===== config.mk =====
export PLATFORM = sky130hd
export DESIGN_NAME = lane_merge_sched_flat
export DESIGN_NICKNAME = d
export VERILOG_FILES = /design/src/rtl/lane_merge_sched_if.sv /design/src/rtl/lane_merge_sched.sv /design/src/flat_wrapper.sv
export SDC_FILE = /design/constraint.sdc
export NUM_CORES = 1
export LEC_CHECK = 0
export CAP_MARGIN = 25
export CORE_ASPECT_RATIO = 0.6
export CORE_MARGIN = 10
export CORE_UTILIZATION = 57
export CTS_CLUSTER_SIZE = 40
export DETAILED_ROUTE_END_ITERATION = 8
export GPL_TIMING_DRIVEN = 0
export PLACE_DENSITY = 0.8
export REMOVE_ABC_BUFFERS = 1
export SYNTH_ARGS = -nofsm -noshare
export SYNTH_HDL_FRONTEND = slang
export SYNTH_SLANG_ARGS = --single-unit

===== constraint.sdc =====
create_clock -name clk -period 2.75 [get_ports clk]
set_input_delay 0.55 -clock clk [delete_from_list [all_inputs] [get_ports clk]]
set_output_delay 0.55 -clock clk [all_outputs]
set_load 0.02 [all_outputs]

===== src/rtl/lane_merge_sched_if.sv =====
// lane_merge_sched_if: bundles the lane inputs, the merged output handshake
// and the status flags of lane_merge_sched.
//   master : drives en, lane_in0/1, valid_in0/1 and ready_in; observes the outputs
//   slave  : the scheduler side; drives data_out, valid_out, full0/1 and overflow_err
// LANE_MERGE_CNT_EN adds word_cnt[15:0] (slave output).
interface lane_merge_sched_if #(
  parameter int DATA_W = 32
);
  logic              en;
  logic [DATA_W-1:0] lane_in0;
  logic              valid_in0;
  logic [DATA_W-1:0] lane_in1;
  logic              valid_in1;
  logic              ready_in;
  logic [DATA_W-1:0] data_out;
  logic              valid_out;
  logic              full0;
  logic              full1;
  logic              overflow_err;
`ifdef LANE_MERGE_CNT_EN
  logic [15:0]       word_cnt;

  modport master (
    output en, lane_in0, valid_in0, lane_in1, valid_in1, ready_in,
    input  data_out, valid_out, full0, full1, overflow_err, word_cnt
  );
  modport slave (
    input  en, lane_in0, valid_in0, lane_in1, valid_in1, ready_in,
    output data_out, valid_out, full0, full1, overflow_err, word_cnt
  );
`else
  modport master (
    output en, lane_in0, valid_in0, lane_in1, valid_in1, ready_in,
    input  data_out, valid_out, full0, full1, overflow_err
  );
  modport slave (
    input  en, lane_in0, valid_in0, lane_in1, valid_in1, ready_in,
    output data_out, valid_out, full0, full1, overflow_err
  );
`endif
endinterface


===== src/rtl/lane_merge_sched.sv =====
// lane_merge_sched: re-merges two striped lanes into one word stream in strict
// lane0, lane1, lane0, ... order. Each lane is buffered in a FIFO_DEPTH-entry
// FIFO so the lanes may be skewed; the scheduler stalls on the expected lane.
// Ports:
//   clk   - rising-edge clock
//   reset - synchronous, active-low
//   bus   - lane_merge_sched_if.slave: en, lane_in0/1, valid_in0/1, ready_in in;
//           registered data_out/valid_out, full0/1, sticky overflow_err out
// Optional: define LANE_MERGE_CNT_EN for word_cnt[15:0] output handshake count.
module lane_merge_sched #(
  parameter int DATA_W     = 32,
  parameter int FIFO_DEPTH = 4,
  parameter int PTR_W      = 2
) (
  input logic               clk,
  input logic               reset,
  lane_merge_sched_if.slave bus
);

  localparam logic [1:0] IDLE = 2'd0;
  localparam logic [1:0] SEL0 = 2'd1;
  localparam logic [1:0] SEL1 = 2'd2;

  localparam logic [PTR_W:0] DEPTH_C = (PTR_W + 1)'(FIFO_DEPTH);

  logic [DATA_W-1:0] mem0 [FIFO_DEPTH];
  logic [DATA_W-1:0] mem1 [FIFO_DEPTH];
  logic [PTR_W-1:0]  wr0, rd0, wr1, rd1;
  logic [PTR_W:0]    cnt0, cnt1;
  logic [1:0]        state;
  logic [DATA_W-1:0] data_q;
  logic              valid_q;
  logic              ovf_q;

  logic full0, full1, push0, push1, drop0, drop1;
  logic exp1, head_ok, load, pop0, pop1;
  logic [DATA_W-1:0] head;

  // Full is judged on the registered count, so a same-cycle pop never
  // makes room for a write to a full lane.
  assign full0 = (cnt0 == DEPTH_C);
  assign full1 = (cnt1 == DEPTH_C);

  always_comb begin
    push0   = bus.en && bus.valid_in0 && !full0;
    push1   = bus.en && bus.valid_in1 && !full1;
    drop0   = bus.en && bus.valid_in0 && full0;
    drop1   = bus.en && bus.valid_in1 && full1;
    exp1    = (state == SEL1);
    head_ok = exp1 ? (cnt1 != '0) : (cnt0 != '0);
    // IDLE expects lane0 but never pops.
    load    = bus.en && (state != IDLE) && (!valid_q || bus.ready_in) && head_ok;
    pop0    = load && !exp1;
    pop1    = load && exp1;
    head    = exp1 ? mem1[rd1] : mem0[rd0];
  end

  always_ff @(posedge clk) begin
    if (push0) mem0[wr0] <= bus.lane_in0;
    if (push1) mem1[wr1] <= bus.lane_in1;
  end

  always_ff @(posedge clk) begin
    if (!reset) begin
      wr0     <= '0;
      rd0     <= '0;
      wr1     <= '0;
      rd1     <= '0;
      cnt0    <= '0;
      cnt1    <= '0;
      state   <= IDLE;
      data_q  <= '0;
      valid_q <= 1'b0;
      ovf_q   <= 1'b0;
    end else if (!bus.en) begin
      // Flush: data_out and overflow_err keep their values.
      wr0     <= '0;
      rd0     <= '0;
      wr1     <= '0;
      rd1     <= '0;
      cnt0    <= '0;
      cnt1    <= '0;
      state   <= IDLE;
      valid_q <= 1'b0;
    end else begin
      if (push0) wr0 <= wr0 + PTR_W'(1);
      if (pop0)  rd0 <= rd0 + PTR_W'(1);
      if (push1) wr1 <= wr1 + PTR_W'(1);
      if (pop1)  rd1 <= rd1 + PTR_W'(1);

      case ({push0, pop0})
        2'b10:   cnt0 <= cnt0 + (PTR_W + 1)'(1);
        2'b01:   cnt0 <= cnt0 - (PTR_W + 1)'(1);
        default: cnt0 <= cnt0;
      endcase
      case ({push1, pop1})
        2'b10:   cnt1 <= cnt1 + (PTR_W + 1)'(1);
        2'b01:   cnt1 <= cnt1 - (PTR_W + 1)'(1);
        default: cnt1 <= cnt1;
      endcase

      if (drop0 || drop1) ovf_q <= 1'b1;

      if (load) begin
        data_q  <= head;
        valid_q <= 1'b1;
      end else if (valid_q && bus.ready_in) begin
        valid_q <= 1'b0;
      end

      case (state)
        IDLE:    state <= SEL0;
        SEL0:    if (load) state <= SEL1;
        SEL1:    if (load) state <= SEL0;
        default: state <= IDLE;
      endcase
    end
  end

  assign bus.data_out     = data_q;
  assign bus.valid_out    = valid_q;
  assign bus.full0        = full0;
  assign bus.full1        = full1;
  assign bus.overflow_err = ovf_q;

`ifdef LANE_MERGE_CNT_EN
  logic [15:0] wcnt;

  always_ff @(posedge clk) begin
    if (!reset || !bus.en) begin
      wcnt <= '0;
    end else if (valid_q && bus.ready_in) begin
      wcnt <= wcnt + 16'd1;
    end
  end

  assign bus.word_cnt = wcnt;
`endif

endmodule


===== src/flat_wrapper.sv =====
// flat-port wrapper written by rule: the top's interface ports become plain ports
module lane_merge_sched_flat 
#(
  parameter int DATA_W     = 32,
  parameter int FIFO_DEPTH = 4,
  parameter int PTR_W      = 2
)
  (clk, reset, bus_en, bus_lane_in0, bus_valid_in0, bus_lane_in1, bus_valid_in1, bus_ready_in, bus_data_out, bus_valid_out, bus_full0, bus_full1, bus_overflow_err);
  lane_merge_sched_if #(.DATA_W(DATA_W)) bus_i ();
  input logic clk;
  input logic reset;
  input wire logic [$bits(bus_i.en)-1:0] bus_en;
  input wire logic [$bits(bus_i.lane_in0)-1:0] bus_lane_in0;
  input wire logic [$bits(bus_i.valid_in0)-1:0] bus_valid_in0;
  input wire logic [$bits(bus_i.lane_in1)-1:0] bus_lane_in1;
  input wire logic [$bits(bus_i.valid_in1)-1:0] bus_valid_in1;
  input wire logic [$bits(bus_i.ready_in)-1:0] bus_ready_in;
  output wire logic [$bits(bus_i.data_out)-1:0] bus_data_out;
  output wire logic [$bits(bus_i.valid_out)-1:0] bus_valid_out;
  output wire logic [$bits(bus_i.full0)-1:0] bus_full0;
  output wire logic [$bits(bus_i.full1)-1:0] bus_full1;
  output wire logic [$bits(bus_i.overflow_err)-1:0] bus_overflow_err;
  assign bus_i.en = bus_en;
  assign bus_i.lane_in0 = bus_lane_in0;
  assign bus_i.valid_in0 = bus_valid_in0;
  assign bus_i.lane_in1 = bus_lane_in1;
  assign bus_i.valid_in1 = bus_valid_in1;
  assign bus_i.ready_in = bus_ready_in;
  assign bus_data_out = bus_i.data_out;
  assign bus_valid_out = bus_i.valid_out;
  assign bus_full0 = bus_i.full0;
  assign bus_full1 = bus_i.full1;
  assign bus_overflow_err = bus_i.overflow_err;
  lane_merge_sched #(.DATA_W(DATA_W), .FIFO_DEPTH(FIFO_DEPTH), .PTR_W(PTR_W)) u_core (.clk(clk), .reset(reset), .bus(bus_i));
endmodule

==> reports/qor.csv, run 1 <==
metric,value,unit
actual slew at the worst max-slew pin,1.02,ns
grt ovf,0,
hpwl dp,17.7,mm
Critical Path Start Type,flop,
sequential cell area,8780,um2
worst skew pair latency,0.54,ns
Post-synth EDFFs,256,
DRT iter0 DRCs,643,
Max Fanout on Critical Path,5,
Placer Congestion,0.766,
clock sink count,310,
"commonest non-fill, non-tap cell in the layout",edfxtp_1,
worst hold slack,0.493,ns
CP endpoint kind,flop,
"leading cell types in the layout, fill and taps excluded","edfxtp_1, clkdlybuf4s50_1, mux2i_1",
Row Count,41,
"Clk pin slew, worst setup/hold paths",0.07,ns
"Power, Total",9.54,mW
Worst Hold Class,reg2reg,
TritonCTS Buffers,27,
sequential share of the synthesized area,0.730,
Post-synth ARST share,0,
vias per cell,6.25,
min Tclk post-route,2.67,ns
Setup-failing EPs final,0,
initial antenna violation count,3,
chip width,207,um
Post-Synthesis Cells,725,
Die Ht,132,um
multi-input logic area,3070,um2
H-tree depth,1,
largest net degree at the start of global routing,47,
Initial DRT Pass Iterations,5,
syn_area_per_cell,16.6,um2
r2r worst-path depth,8,
Synth Area in XOR/XNOR,0.00583,
synth unique cells,41,
mux cell area share after synthesis,0.114,
nets,904,
simple-gate share of the synthesized area,0.0232,
CP Class,reg2reg,
global-route wire length before repair,44.5,mm
Worst EP arrival,3.12,ns
Netlist Area Pre-Place,12000,um2
layout cells sized above 1,0.178,
VDD IR-drop max,0.420,mV
P per Cell Area,657,nW/um2
total number of vias,7024,
max-slew violation count,0,
post-synthesis compound-gate area fraction,0.0898,
DRC,0,
number of fill cells,1306,
Max Freq,374,MHz
Die ar.,27500,um2
Most used DFF post-synth,edfxtp_1,
Worst Skew,0.0194,ns
Ys Warns,0,
status,completed,
Leak Pwr,4.53,nW
largest family of logic cells by synthesized area,multiplexers,
number of global-route vias before repair,7702,
I/O pins,106,
ranking of synthesized cells by area,"edfxtp_1, dfxtp_1, mux2_2",
top cell type's share of synthesized area,0.640,
maxcap violations,0,
WL per Instance,26.4,um
hold depth,2,
core area,20900,um2
area grow syn2layout,20.8,%
Slew HR,0.321,
Starting Density,0.576,
post-detailed-route count of antenna-violating nets,0,
CTS tree,done,
Clock Tree Buf Depth,3,
Port Buffers,105,
global-route usage over all layers,0.206,
Post-Synth Adder-Cell Area,0.0137,
critical path data required time,3.20,ns
Hold Fails Final Rpt,0,
Root Buffer,clkbuf_16,
synthesized flop and latch total,310,
final period utilization,0.972,
Total Wirelength,29.6,mm
Synth area leader,edfxtp_1,
-- area by class of cell --
class / count / share of cell area
diodes: 1 / 0.000172
clock buffers: 34 / 0.0490
clock inverters: 16 / 0.0164
inverters: 17 / 0.00440
multi-input cells: 349 / 0.211
flip-flops and latches: 310 / 0.605
well taps: 279 / 0.0240
repair buffers: 117 / 0.0901
-- cell families (layout without fill, tap and decap cells) --
kind of cell    Yosys count  in the layout
compound gates          146            146
xor+xnor                  8              8
fa+ha+maj                12             12
buf+inv                  67            184
flops                   310            310
mux                     129            129
other cells               0              1
simple gates             53             54
-- flip-flops by register name, summed over array words and instances (netlist names), named ones only --
| register | flops |
|---|---|
| u_core.mem1 | 128 |
| u_core.bus.valid_out | 1 |
| u_core.state | 2 |
| u_core.mem0 | 128 |
| u_core.bus.overflow_err | 1 |
| u_core.bus.data_out | 32 |
| u_core.rd1 | 2 |
| u_core.wr0 | 2 |
| u_core.cnt0 | 3 |
| u_core.wr1 | 2 |
| u_core.cnt1 | 3 |
| u_core.rd0 | 2 |
-- synthesized netlist by cell type (all sizes together), types with 4 or more instances --
library cell	n
mux2	64
a221oi	32
dfxtp	54
o32ai	32
clkbuf	37
nand2	5
inv	17
and2	7
a21oi	8
xnor2	4
xor2	4
o211ai	32
buf	13
ha	10
o21ai	35
mux2i	65
nor2	23
edfxtp	256
-- worst paths after layout --
path / startpoint / end / slack [ns]
worst max-delay path: u_core.cnt1[2] / u_core.cnt1[2] / 0.08
worst min-delay path: u_core.rd0[1] / flop / 0.49
worst max register to register: u_core.cnt1[2] / u_core.cnt1[2] / 0.08
worst min register to register: u_core.rd0[1] / flop / 0.49
-- power breakdown --
| group | internal (mW) | switching, mW |
|---|---|---|
| Clock | 2.40 | 1.63 |
| Combinational | 0.157 | 0.185 |
| Sequential | 5.14 | 0.0220 |
| Total | 7.71 | 1.84 |
-- routing by layer --
metal / up-vias / global-route usage / share of wire / routed length, um
met5: - / 0 / 0.0011 / 32
met1: 3533 / 0.261 / 0.40 / 12000
met4: 4 / 0.0678 / 0.021 / 617
met2: 365 / 0.348 / 0.49 / 14500
met3: 51 / 0.0428 / 0.085 / 2510
li1: 3071 / - / - / -
-- timing repair --
action	CTS	global route
hold buffers	0	0
pin swaps	2	2
buffers inserted	0	1
gates cloned	0	1
endpoints found under the setup margin	35	14
gates resized for setup	6	5
-- per-stage QoR --
step | setup slack, ns | TNS (ns) | cell area [um2] | cells | util
final | 0.0760 | 0 | 14500 | 1123 | 0.695
after global routing | -0.00499 | -0.00499 | 14500 | 1123 | 0.695
after CTS | 0.0181 | 0 | 14500 | 1120 | 0.693
after detailed placement | -0.853 | -24.84 | 13500 | 1070 | 0.647
after global placement | -2.70 | -439.75 | 13200 | 1059 | 0.632
after floorplan | -0.344 | -10.58 | 11800 | 675 | -
-- critical path, cell delays in order (launching register included) --
cell and delay [ns]:
dfxtp_1 0.39, or3b_2 0.53, nand3_2 0.25, ha_1 0.25, inv_1 0.08, fa_1 0.45
xor2_1 0.17, or3_1 0.33, a21oi_1 0.14
No activity file was read; power rests on OpenSTA's default activity.
==> inputs of run 2 (changes only) <==
Settings changed: CORE_ASPECT_RATIO 0.6 to unset.
==> reports/qor.csv, run 2 (synthesis gave the netlist of run 1 again) <==
metric,value,unit
post-detailed-route count of antenna-violating nets,0,
final period utilization,0.973,
initial antenna violation count,1,
Total Wirelength,28.9,mm
Worst Skew,0.0141,ns
grt ovf,0,
core area,20900,um2
Placer Congestion,0.791,
VDD IR-drop max,0.500,mV
clock sink count,310,
Port Buffers,105,
nets,908,
Critical Path Max Stage Delay,0.61,ns
maxcap violations,0,
H-tree depth,1,
global-route usage over all layers,0.209,
worst skew pair latency,0.54,ns
number of global-route vias before repair,7563,
hpwl dp,16.6,mm
total number of vias,7065,
Crit path max-delay family,buffers and inverters,
Max Fanout on Critical Path,4,
buffers and inverters on the worst path,2,
placed cell area,13500,um2
critical path data required time,2.20,ns
layout cells sized above 1,0.181,
# placed instances,1066,
Row Count,53,
Worst Hold Class,reg2reg,
largest net degree at the start of global routing,57,
Setup-failing EPs final,0,
"commonest non-fill, non-tap cell in the layout",edfxtp_1,
Root Buffer,clkbuf_16,
Initial DRT Pass Iterations,5,
final instance area,14600,um2
DRT iter0 DRCs,781,
CP endpoint kind,output pin,
actual slew at the worst max-slew pin,1.00,ns
Crit-path slowest cell,clkdlybuf4s50_1,
cell breakdown of the critical path,or3b_2 > inv_1 > clkdlybuf4s50_1,
"leading cell types in the layout, fill and taps excluded","edfxtp_1, clkdlybuf4s50_1, mux2i_1",
Starting Density,0.575,
Clock Tree Buf Depth,3,
"Clk pin slew, worst setup/hold paths",0.06,ns
DRC,0,
RSZ-0062 raised after global routing,false,
Die ar.,27300,um2
global-route wire length before repair,43.2,mm
Max Freq,374,MHz
I/O pins,106,
CTS tree,done,
TritonCTS Buffers,29,
area grow syn2layout,21.1,%
Hold Fails Final Rpt,0,
WL per Instance,25.7,um
min Tclk post-route,2.67,ns
Critical Path Start Type,flop,
status,completed,
Worst EP arrival,2.12,ns
Final Non-Filler Cells,1125,
worst hold slack,0.472,ns
Slew HR,0.331,
Leak Pwr,4.55,nW
P per Cell Area,659,nW/um2
hold buffer count at CTS,0,
CP Class,reg2out,
Die Ht,165,um
vias per cell,6.28,
chip width,165,um
max-slew violation count,0,
==> run 2: cell types whose count changed in the layout (fill, tap and decap cells not counted), moves of 2 or more <==
cell and change:
buf_16 +2, clkinv_1 +2, clkbuf_1 -2, clkinv_2 +4, buf_12 -2, clkbuf_16 +2
buf_4 +3, clkinvlp_4 -2
==> run 2: cell type report <==
cell class / count / area, um2
flip-flops and latches: 310 / 8780
well taps: 275 / 344
multi-input cells: 348 / 3040
inverters: 17 / 63.8
diodes: 1 / 2.50
repair buffers: 120 / 1340
clock buffers: 34 / 754
clock inverters: 20 / 229
fillers: 1299 / 6330
==> run 2: power by group <==
group | switching (mW) | internal [mW]
registers | 0.0213 | 5.15
logic | 0.182 | 0.158
clock network | 1.65 | 2.43
==> run 2: per-layer routing <==
| metal | GRT usage | up-vias | routed length (um) |
|---|---|---|---|
| met5 | 0 | - | 0 |
| met4 | 0.0676 | 0 | 618 |
| met3 | 0.0451 | 51 | 2740 |
| met2 | 0.351 | 349 | 14500 |
| met1 | 0.266 | 3569 | 11100 |
| li1 | - | 3096 | - |
==> run 2: worst register-to-register path, stage by stage (launching register included) <==
cell and delay, ns:
dfxtp_1 0.34, or3b_2 0.54, nand3_2 0.24, ha_1 0.26
inv_1 0.08, fa_1 0.43, xor2_1 0.16, or3_1 0.31
a21oi_1 0.15
==> run 2: timing repair <==
| item | CTS | global route |
|---|---|---|
| setup endpoints to repair | 3 | 31 |
| gates resized for setup | 3 | 3 |
| setup buffers | 0 | 4 |
| cloned | 0 | 0 |
| pin swaps | 1 | 1 |
==> run 2: worst paths after layout <==
check	startpoint	endpoint	slack (ns)	cells past startpoint
hold / removal	u_core.bus.overflow_err	u_core.bus.overflow_err	0.47	1
setup reg to reg	u_core.cnt1[0]	u_core.cnt1[2]	0.15	8
setup / recovery	u_core.cnt1[0]	bus_full1	0.08	3
hold reg to reg	u_core.bus.overflow_err	u_core.bus.overflow_err	0.47	1
==> run 2: stage by stage <==
step | power, mW | utilization | setup TNS, ns | setup slack [ns]
3_3_place_gp | 5.57 | 0.632 | -469.52 | -2.90
3_5_place_dp | 5.60 | 0.647 | -21.33 | -0.724
5_1_grt | 9.86 | 0.697 | 0 | 0.00375
6_report | 9.59 | 0.697 | 0 | 0.0753
2_1_floorplan | 5.38 | - | -10.58 | -0.344
4_1_cts | 9.63 | 0.695 | 0 | 0.0314
